`src/rtl/simon_datapath.sv`:
```
// Datapath for the Simon memory game: address/score registers, key decode,
// LFSR colour source, tone period and two interval timers.
module simon_datapath #(
   parameter int MAX_LEVEL   = 99,
   parameter int WAIT_CYCLES = 25000000,
   parameter int DISP_CYCLES = 25000000
) (
   input  logic        clk,
   input  logic        rst,
   input  logic [1:0]  dout,
   input  logic [7:0]  keycode,
   input  logic        make,
   input  logic        keycode_ready,
   input  logic        s_raddr,
   input  logic        en_raddr,
   input  logic        s_waddr,
   input  logic        en_waddr,
   input  logic        s_level,
   input  logic        en_level,
   input  logic        s_max_score,
   input  logic        en_max_score,
   input  logic [3:0]  s_bg,
   input  logic        en_bg,
   input  logic        en_rng,
   input  logic [2:0]  s_freq,
   input  logic        en_freq,
   input  logic        res_wait_timer,
   input  logic        res_disp_timer,
   output logic        enter_pressed,
   output logic        key_pressed,
   output logic        key_released,
   output logic        valid_input,
   output logic        red_pulse,
   output logic        green_pulse,
   output logic        yellow_pulse,
   output logic        blue_pulse,
   output logic        input_eq_red,
   output logic        input_eq_green,
   output logic        input_eq_yellow,
   output logic        input_eq_blue,
   output logic        raddr_eq_level,
   output logic        waddr_eq_max,
   output logic        raddr_eq_max,
   output logic        level_eq_max,
   output logic        correct,
   output logic        is_max_score,
   output logic        wait_timer_pulse,
   output logic        disp_timer_pulse,
   output logic        we,
   output logic [1:0]  din,
   output logic [7:0]  raddr,
   output logic [7:0]  waddr,
   output logic [2:0]  bg,
   output logic [4:0]  level_01,
   output logic [4:0]  level_10,
   output logic [4:0]  max_score_01,
   output logic [4:0]  max_score_10,
   output logic        audio_res,
   output logic [19:0] half_wav
);

   localparam logic [7:0]  KEY_RED    = 8'h15;
   localparam logic [7:0]  KEY_GREEN  = 8'h1D;
   localparam logic [7:0]  KEY_YELLOW = 8'h1C;
   localparam logic [7:0]  KEY_BLUE   = 8'h1B;
   localparam logic [7:0]  KEY_ENTER  = 8'h5A;
   localparam logic [7:0]  MAX_ADDR   = 8'(MAX_LEVEL);
   localparam logic [24:0] WAIT_LAST  = 25'(WAIT_CYCLES - 1);
   localparam logic [24:0] DISP_LAST  = 25'(DISP_CYCLES - 1);

   logic [15:0] lfsr;
   logic [7:0]  level;
   logic [7:0]  max_score;
   logic [24:0] wait_cnt;
   logic [24:0] disp_cnt;
   logic [1:0]  key_colour;
   logic        lfsr_fb;
   logic        unused_bg_msb;

   assign unused_bg_msb = s_bg[3];

   function automatic logic [4:0] digit_ones(input logic [7:0] x);
      logic [7:0] r;
      r = x % 8'd10;
      return r[4:0];
   endfunction

   function automatic logic [4:0] digit_tens(input logic [7:0] x);
      logic [7:0] r;
      r = (x / 8'd10) % 8'd10;
      return r[4:0];
   endfunction

   function automatic logic [19:0] tone_period(input logic [2:0] sel);
      logic [19:0] p;
      case (sel)
         3'd1:    p = 20'd80645;
         3'd2:    p = 20'd60241;
         3'd3:    p = 20'd99206;
         3'd4:    p = 20'd119617;
         3'd5:    p = 20'd595238;
         default: p = 20'd0;
      endcase
      return p;
   endfunction

   // Keycode decode and key events; independent of registered state except dout.
   always_comb begin
      input_eq_red    = (keycode == KEY_RED);
      input_eq_green  = (keycode == KEY_GREEN);
      input_eq_yellow = (keycode == KEY_YELLOW);
      input_eq_blue   = (keycode == KEY_BLUE);
      valid_input     = input_eq_red | input_eq_green | input_eq_yellow | input_eq_blue;
      if (input_eq_green) begin
         key_colour = 2'd1;
      end else if (input_eq_yellow) begin
         key_colour = 2'd2;
      end else if (input_eq_blue) begin
         key_colour = 2'd3;
      end else begin
         key_colour = 2'd0;
      end
      correct       = valid_input & (key_colour == dout);
      key_pressed   = keycode_ready & make;
      key_released  = keycode_ready & ~make;
      enter_pressed = key_pressed & (keycode == KEY_ENTER);
      red_pulse     = key_pressed & input_eq_red;
      green_pulse   = key_pressed & input_eq_green;
      yellow_pulse  = key_pressed & input_eq_yellow;
      blue_pulse    = key_pressed & input_eq_blue;
   end

   // Compare flags, display digits and tone-silence decode.
   always_comb begin
      is_max_score   = (level > max_score);
      raddr_eq_level = (raddr == level);
      raddr_eq_max   = (raddr == MAX_ADDR);
      waddr_eq_max   = (waddr == MAX_ADDR);
      level_eq_max   = (level == MAX_ADDR);
      level_01       = digit_ones(level);
      level_10       = digit_tens(level);
      max_score_01   = digit_ones(max_score);
      max_score_10   = digit_tens(max_score);
      we             = en_waddr & s_waddr;
      audio_res      = (half_wav == 20'd0);
      lfsr_fb        = lfsr[0] ^ lfsr[2] ^ lfsr[3] ^ lfsr[5];
   end

   // Sequence addresses, score registers, RNG, background and tone.
   always_ff @(posedge clk or posedge rst) begin
      if (rst) begin
         raddr     <= 8'd0;
         waddr     <= 8'd0;
         level     <= 8'd0;
         max_score <= 8'd0;
         lfsr      <= 16'hACE1;
         din       <= 2'd0;
         bg        <= 3'd0;
         half_wav  <= 20'd0;
      end else begin
         lfsr <= {lfsr_fb, lfsr[15:1]};
         if (en_raddr) raddr <= s_raddr ? raddr + 8'd1 : 8'd0;
         if (en_waddr) waddr <= s_waddr ? waddr + 8'd1 : 8'd0;
         // Level saturates so the score display never rolls back to zero.
         if (en_level) begin
            if (!s_level) begin
               level <= 8'd0;
            end else if (level != 8'hFF) begin
               level <= level + 8'd1;
            end
         end
         if (en_max_score) max_score <= s_max_score ? level : 8'd0;
         if (en_rng)       din       <= lfsr[1:0];
         if (en_bg)        bg        <= s_bg[2:0];
         if (en_freq)      half_wav  <= tone_period(s_freq);
      end
   end

   // Wait interval timer.
   always_ff @(posedge clk or posedge rst) begin
      if (rst) begin
         wait_cnt         <= 25'd0;
         wait_timer_pulse <= 1'b0;
      end else if (res_wait_timer) begin
         wait_cnt         <= 25'd0;
         wait_timer_pulse <= 1'b0;
      end else if (wait_cnt == WAIT_LAST) begin
         wait_cnt         <= 25'd0;
         wait_timer_pulse <= 1'b1;
      end else begin
         wait_cnt         <= wait_cnt + 25'd1;
         wait_timer_pulse <= 1'b0;
      end
   end

   // Display interval timer.
   always_ff @(posedge clk or posedge rst) begin
      if (rst) begin
         disp_cnt         <= 25'd0;
         disp_timer_pulse <= 1'b0;
      end else if (res_disp_timer) begin
         disp_cnt         <= 25'd0;
         disp_timer_pulse <= 1'b0;
      end else if (disp_cnt == DISP_LAST) begin
         disp_cnt         <= 25'd0;
         disp_timer_pulse <= 1'b1;
      end else begin
         disp_cnt         <= disp_cnt + 25'd1;
         disp_timer_pulse <= 1'b0;
      end
   end

endmodule

```
`config.mk`:
```
export PLATFORM = sky130hd
export DESIGN_NAME = simon_datapath
export DESIGN_NICKNAME = d
export VERILOG_FILES = /design/src/rtl/simon_datapath.sv
export SDC_FILE = /design/constraint.sdc
export NUM_CORES = 1
export LEC_CHECK = 0
export ABC_AREA = 1
export CAP_MARGIN = 10
export CORE_ASPECT_RATIO = 1.2
export CORE_MARGIN = 2
export CORE_UTILIZATION = 55
export CTS_BUF_LIST = sky130_fd_sc_hd__clkbuf_4
export CTS_CLUSTER_SIZE = 28
export DETAILED_ROUTE_END_ITERATION = 10
export GPL_TIMING_DRIVEN = 0
export HOLD_SLACK_MARGIN = 0.15
export MAX_ROUTING_LAYER = met4
export PLACE_DENSITY = 0.82
export SLEW_MARGIN = 25
export SYNTH_ARGS = -nofsm -noshare
export SYNTH_HDL_FRONTEND = slang
export SYNTH_SLANG_ARGS = --single-unit
```
`constraint.sdc`:
```
create_clock -name clk -period 10.7 [get_ports clk]
set_input_delay 1.605 -clock clk [delete_from_list [all_inputs] [get_ports clk]]
set_output_delay 1.605 -clock clk [all_outputs]
set_load 0.05 [all_outputs]
```
==> reports/results.ini, run 1 <==
[status]
run_status = finished, final reports clean

[cts]
post-cts-setup-buffers = 0
cts_htree_levels = 4
clock_latency_ns = 0.53
cts-root-buf = clkbuf_4
cts_num_sinks = 118
cts-resized-gates = 0
cts_buffers = 17
hold_buffers = 0
clockBufferDepth = 2
cts_tree = yes
cts.clk_slew.worst_paths_ns = 0.11

[sta]
worstMarginPinSlew_ns = 0.5885
rsz0062_at_grt = no
finalClockSkew_ns = 0.02141
setup_tns_ns = 0
period_needed_ns = 6.066
hold_viol = 0
slew_headroom_pct = 60.41
setup_viol = 0
timing.final.crit_share_pct = 56.70
fmax_mhz = 164.8
slew_viol_final = 0

[logic_synthesis]
ys_seq_elements = 118
synth_mux_area_share_pct = 0.7945
synth_compound_area_share_pct = 10.61
synth_top_family_by_area = simple AND/OR/NAND/NOR gates
syn_area_sq_mm = 0.007087
synth-xor-area-share_pct = 2.225
netlist.area_leader.share_pct = 38.84
synth-warning-count = 0
synth.area.top_cells = dfrtp_1, nand2_1, inv_1
yosys.area_share.simple_pct = 31.53
syn_avg_cell_area_sq_um = 7.831
ys_types = 52
ys_seq_area_share_pct = 41.81
synth_top_area_cell = dfrtp_1
synth_cells = 905
yosys.area_share.adder_pct = 4.061

[finish]
final_core_util_pct = 69.27
fillCellCount = 1040
layout_commonest_cell = nand2_1
stdcell_count = 1215
drive_gt1_share_pct = 11.33
final_cell_mix = nand2_1, inv_1, dfrtp_1
nNetsFinal = 1094
area_growth_pct = 23.27

[die]
die_x_microns = 107.6
row_count = 45
pin_count = 117
die_y_microns = 128.3
fp.coreArea_sq_mm = 0.01261
initial_core_util_pct = 56.19
dieArea_sq_mm = 0.01381

[worst_setup_path]
critPathMaxStageDelay_ns = 0.83
critPathMostFrequentCell = inv_1
cp.required_ns = 9.10
crit_type = in2out
reg2reg_from = disp_cnt[0]
startpoint = keycode[4]
cp-start-kind = input pin
r2r_cells = 17
cp-end-kind = output port
worst-path-max-fanout = 3
cpMaxStageDelayCell = clkdlybuf4s50_1
crit_arrival_ns = 4.46
cp_cell_sequence = clkdlybuf4s50_1 -> or3b_2 -> nor2_1 -> inv_1 -> nor4_1 -> inv_1 -> a21oi_1 -> inv_1 -> nand2_1 -> nand2_1 -> nor3_1 -> clkdlybuf4s50_1

[grt]
grt_pass1_vias = 6079
grt_max_degree = 72
grt_overflow = 0
groute.usage.overall_pct = 24.34
antenna_found_initial = 1
grt_pass1_wl_mm = 26.43

[placement]
place.gp.congestion = 0.8660
placedCellCount = 1182
portBuffers = 109
dp_hpwl_mm = 11.63

[min_path]
hp-class = reg2reg
hp-start = lfsr[8]
holdPathStages = 0

[pwr]
p_per_area_mw_per_mm2 = 116.7
ir_drop_v = 0.0001214
p_leak_nw = 3.925
power_mw = 1.020

[detailed_routing]
routed_via_density = 5.379
routedWlPerCell_microns = 12.94
dr.pass1.iters = 5
route.vias.total = 6535
final_antenna_net_count = 0
drt_iter0_markers = 355
drc = 0
drt-total-wl_mm = 15.72

[job]
cap_violations = 0

==> worst paths after layout <==
| check | endpoint | slack, ns |
|---|---|---|
| worst min-delay path | lfsr[7] | 0.36 |
| worst max register to register | disp_cnt[24] | 7.52 |
| max in group asynchronous | lfsr[10] | 8.49 |
| min in group asynchronous | wait_cnt[0] | 1.48 |
| worst max-delay path | correct | 4.63 |
| worst min register to register | lfsr[7] | 0.36 |
==> power breakdown <==
part | internal [mW] | switching [mW]
logic | 0.0694 | 0.128
registers | 0.460 | 0.0165
clock network | 0.164 | 0.182
total | 0.693 | 0.327
==> per-stage QoR <==
step           instance area, sq um  hold WS [ns]  setup slack (ns)
4_1_cts                        8733        0.3624             4.603
3_5_place_dp                   8427        0.3404             4.619
3_3_place_gp                   8394        0.3361             4.327
2_1_floorplan                  7098        0.3312             3.370
6_report                       8736        0.3577             4.634
5_1_grt                        8736        0.3568             4.330
==> metal layers <==
layer  vias to the layer above  routed length [microns]  GRT usage, %
li1                       3279                        -             -
met1                      3037                     6881         30.42
met2                       201                     7640         38.88
met3                        18                     1016         5.775
met4                         0                      182         8.522
met5                         -                        0             -
==> Yosys cell counts, drive strengths merged <==
| cell type | count |
|---|---|
| and2 | 1 |
| nand3b | 3 |
| xor2 | 11 |
| o32ai | 1 |
| nand4 | 26 |
| dfstp | 8 |
| a31oi | 6 |
| nor4 | 18 |
| o211ai | 4 |
| dfrtp | 110 |
| a21o | 1 |
| nor3 | 45 |
| o21bai | 1 |
| a21boi | 2 |
| a211oi | 3 |
| clkbuf | 8 |
| a21oi | 42 |
| buf | 14 |
| mux2 | 5 |
| nand2 | 192 |
| o221a | 1 |
| ha | 23 |
| inv | 131 |
| o21ai | 37 |
| and3 | 2 |
| a41oi | 1 |
| or2 | 3 |
| o21a | 7 |
| nand3 | 61 |
| a221oi | 1 |
| xnor2 | 7 |
| nor2 | 91 |
| nor3b | 18 |
| conb | 1 |
| or3b | 1 |
| clkinv | 2 |
| o2111ai | 2 |
| o22ai | 14 |
| or4 | 1 |
==> cell families after synthesis <==
kind of cell    after synthesis
buf+inv                     155
xor+xnor                     18
mux                           5
flops                       118
simple gates                462
fa+ha+maj                    23
compound gates              123
other cells                   1
==> layout make-up <==
cell class	instances	area [sq um]	share of cell area (%)
Inverter	133	509.2	5.829
Sequential cell	118	2963	33.92
Multi-Input combinational cell	635	3503	40.10
Timing Repair Buffer	110	1119	12.80
Clock buffer	17	127.6	1.461
Antenna cell	1	2.502	0.02865
Tap cell	164	205.2	2.349
Buffer	22	127.6	1.461
Clock inverter	15	178.9	2.048
==> sequential cells by signal, indices dropped and copies added, names as in the netlist <==
signal / cells
max_score: 8
lfsr: 16
disp_cnt: 25
raddr: 8
half_wav: 13
din: 2
wait_cnt: 25
wait_timer_pulse: 1
level: 8
disp_timer_pulse: 1
waddr: 8
bg: 3
==> worst max-delay path: cells and delay by family <==
kind / cells / cell delay (ns)
buf+inv: 5 / 1.54
simple gates: 6 / 1.18
compound gates: 1 / 0.15
Power figures use the tool's default switching activity.
==> run 2: changes to the inputs <==
--- a/config.mk
+++ b/config.mk
@@ -9,14 +9,14 @@
 export CAP_MARGIN = 10
 export CORE_ASPECT_RATIO = 1.2
 export CORE_MARGIN = 2
-export CORE_UTILIZATION = 55
+export CORE_UTILIZATION = 50
 export CTS_BUF_LIST = sky130_fd_sc_hd__clkbuf_4
 export CTS_CLUSTER_SIZE = 28
 export DETAILED_ROUTE_END_ITERATION = 10
 export GPL_TIMING_DRIVEN = 0
 export HOLD_SLACK_MARGIN = 0.15
 export MAX_ROUTING_LAYER = met4
-export PLACE_DENSITY = 0.82
+export PLACE_DENSITY = 0.79
 export SLEW_MARGIN = 25
 export SYNTH_ARGS = -nofsm -noshare
 export SYNTH_HDL_FRONTEND = slang
==> constraint.sdc (replaced) <==
create_clock -name clk -period 5.45 [get_ports clk]
set_input_delay 0.8175 -clock clk [delete_from_list [all_inputs] [get_ports clk]]
set_output_delay 0.8175 -clock clk [all_outputs]
set_load 0.05 [all_outputs]
==> reports/results.ini, run 2 (synthesized netlist as in run 1, its figures left out) <==
[finish]
fillCellCount = 1218  ; +17%
nNetsFinal = 1094  ; unchanged
area_growth_pct = 23.43
stdcell_count = 1221  ; +0.49%
layout_commonest_cell = nand2_1
final_core_util_pct = 63.30  ; -6.0 points
final_area_sq_mm = 0.008747  ; +0.13%
top_regs = disp_cnt (25), wait_cnt (25), lfsr (16)
final_cell_mix = nand2_1, inv_1, dfrtp_1
drive_gt1_share_pct = 11.44  ; +0.11 points

[job]
cap_violations = 0  ; unchanged

[worst_setup_path]
crit_arrival_ns = 4.20  ; -0.26 ns
worst-path-max-fanout = 5  ; +2
cpMaxStageDelayCell = clkdlybuf4s50_1
critPathMaxStageDelay_ns = 0.79  ; -0.04 ns
crit_type = reg2out
cp-start-kind = flop
cp.required_ns = 4.63  ; -4.47 ns
critPathTopFamily = simple AND/OR/NAND/NOR gates
r2r_slack_ns = 2.34  ; -5.18 ns
path_buf_inv = 6  ; +1
critPathMostFrequentCell = nand2_1
cp-end-kind = output port

[sta]
timing.final.crit_share_pct = 92.13
rsz0062_at_grt = no
setup_tns_ns = 0  ; unchanged
fmax_mhz = 199.2
setup_ws_ns = 0.4291  ; -4.204 ns
period_needed_ns = 5.021
worstMarginPinSlew_ns = 0.5357  ; -0.05277 ns
hold_viol = 0  ; unchanged
whs_ns = 0.3526  ; -0.005118 ns
setup_viol = 0  ; unchanged
slew_headroom_pct = 64.23  ; +3.8 points
slew_viol_final = 0  ; unchanged
finalClockSkew_ns = 0.02651  ; +0.005100 ns

[grt]
met3_usage_pct = 4.880  ; -0.89 points
grt_max_degree = 71  ; -1.4%
groute.usage.overall_pct = 22.04  ; -2.3 points
grt_pass1_wl_mm = 27.05  ; +2.3%
grt_overflow = 0  ; unchanged
met2_usage_pct = 35.76  ; -3.1 points
top_usage_layer = met2
met1_usage_pct = 27.85  ; -2.6 points
antenna_found_initial = 1  ; unchanged
grt_pass1_vias = 6100  ; +0.35%

[placement]
placedCellCount = 1189  ; +0.59%
portBuffers = 109  ; unchanged
place_ws_ns = 0.6865  ; -3.933 ns
placed_area_sq_mm = 0.008442  ; +0.18%
dp_hpwl_mm = 11.61  ; -0.19%
place.gp.congestion = 0.8883  ; +2.6%

[pwr]
power_mw = 1.978  ; +94%
ir_drop_v = 0.0001766  ; +45%
p_per_area_mw_per_mm2 = 226.1  ; +94%
p_leak_nw = 3.989  ; +1.6%

[cts]
cts_tree = yes
cts_num_sinks = 118  ; unchanged
post-cts-setup-buffers = 0  ; unchanged
clock_latency_ns = 0.54  ; about the same
cts.clk_slew.worst_paths_ns = 0.12  ; about the same
cts_htree_levels = 4  ; unchanged
cts-root-buf = clkbuf_4
cts_buffers = 17  ; unchanged
clockBufferDepth = 2  ; unchanged

[min_path]
hp-class = reg2reg

[detailed_routing]
routedWlPerCell_microns = 12.79  ; -1.2%
routed_via_density = 5.299  ; -1.5%
route.vias.total = 6470  ; -0.99%
drc = 0  ; unchanged
drt_iter0_markers = 366  ; +3.1%
dr.pass1.iters = 5  ; unchanged
drt-total-wl_mm = 15.61  ; -0.69%
final_antenna_net_count = 0  ; unchanged

[die]
die_x_microns = 112.7  ; +4.7%
fp.coreArea_sq_mm = 0.01382  ; +9.6%
die_y_microns = 134.4  ; +4.7%
row_count = 47  ; +4.4%
dieArea_sq_mm = 0.01515  ; +9.7%
initial_core_util_pct = 51.28  ; -4.9 points
pin_count = 117  ; unchanged

[status]
run_status = finished, final reports clean

[run 2: changes by cell type in the layout (fill, tap and decap cells not counted), sizes merged]
cell | previous run | this run
clkinv | 10 | 7
clkdlybuf4s50 | 109 | 105
dlymetal6s2s | 0 | 4
inv | 134 | 133
clkinvlp | 1 | 3
clkbuf | 25 | 26
[run 2: cell type report]
class / instances / area [sq um] / share of cell area (%)
diodes: 1 / 2.502 / 0.02861
plain buffers: 22 / 127.6 / 1.459
clock buffers: 18 / 135.1 / 1.545
clock inverters: 13 / 157.7 / 1.802
inverters: 133 / 509.2 / 5.822
multi-input cells: 635 / 3510 / 40.12
flip-flops and latches: 118 / 2963 / 33.87
well taps: 171 / 214.0 / 2.446
repair buffers: 110 / 1129 / 12.90
[run 2: timing repair]
action	in CTS	in global routing
hold endpoints to repair	0	0
hold buffers	0	0
endpoints found under the setup margin	0	4
gates resized for setup	0	4
[run 2: layer usage]
metal | up-vias | wire length [microns]
met3 | 22 | 762
met5 | - | 0
met1 | 2979 | 7078
li1 | 3286 | -
met4 | 0 | 195
met2 | 183 | 7577
[run 2: final timing paths]
kind / from / end / cells after the start
min: lfsr[6] / lfsr[5] / 0
min in group asynchronous: rst / wait_cnt[24] / 2
max: max_score[7] / max_score_10[1] / 25
max in group asynchronous: rst / lfsr[11] / 3
max reg2reg: disp_cnt[0] / disp_cnt[24] / 17
min reg2reg: lfsr[6] / lfsr[5] / 0
[run 2: power breakdown]
| part | switching (mW) | internal, mW |
|---|---|---|
| Sequential | 0.0298 | 0.903 |
| Combinational | 0.248 | 0.136 |
| Clock | 0.341 | 0.320 |
| Total | 0.619 | 1.36 |
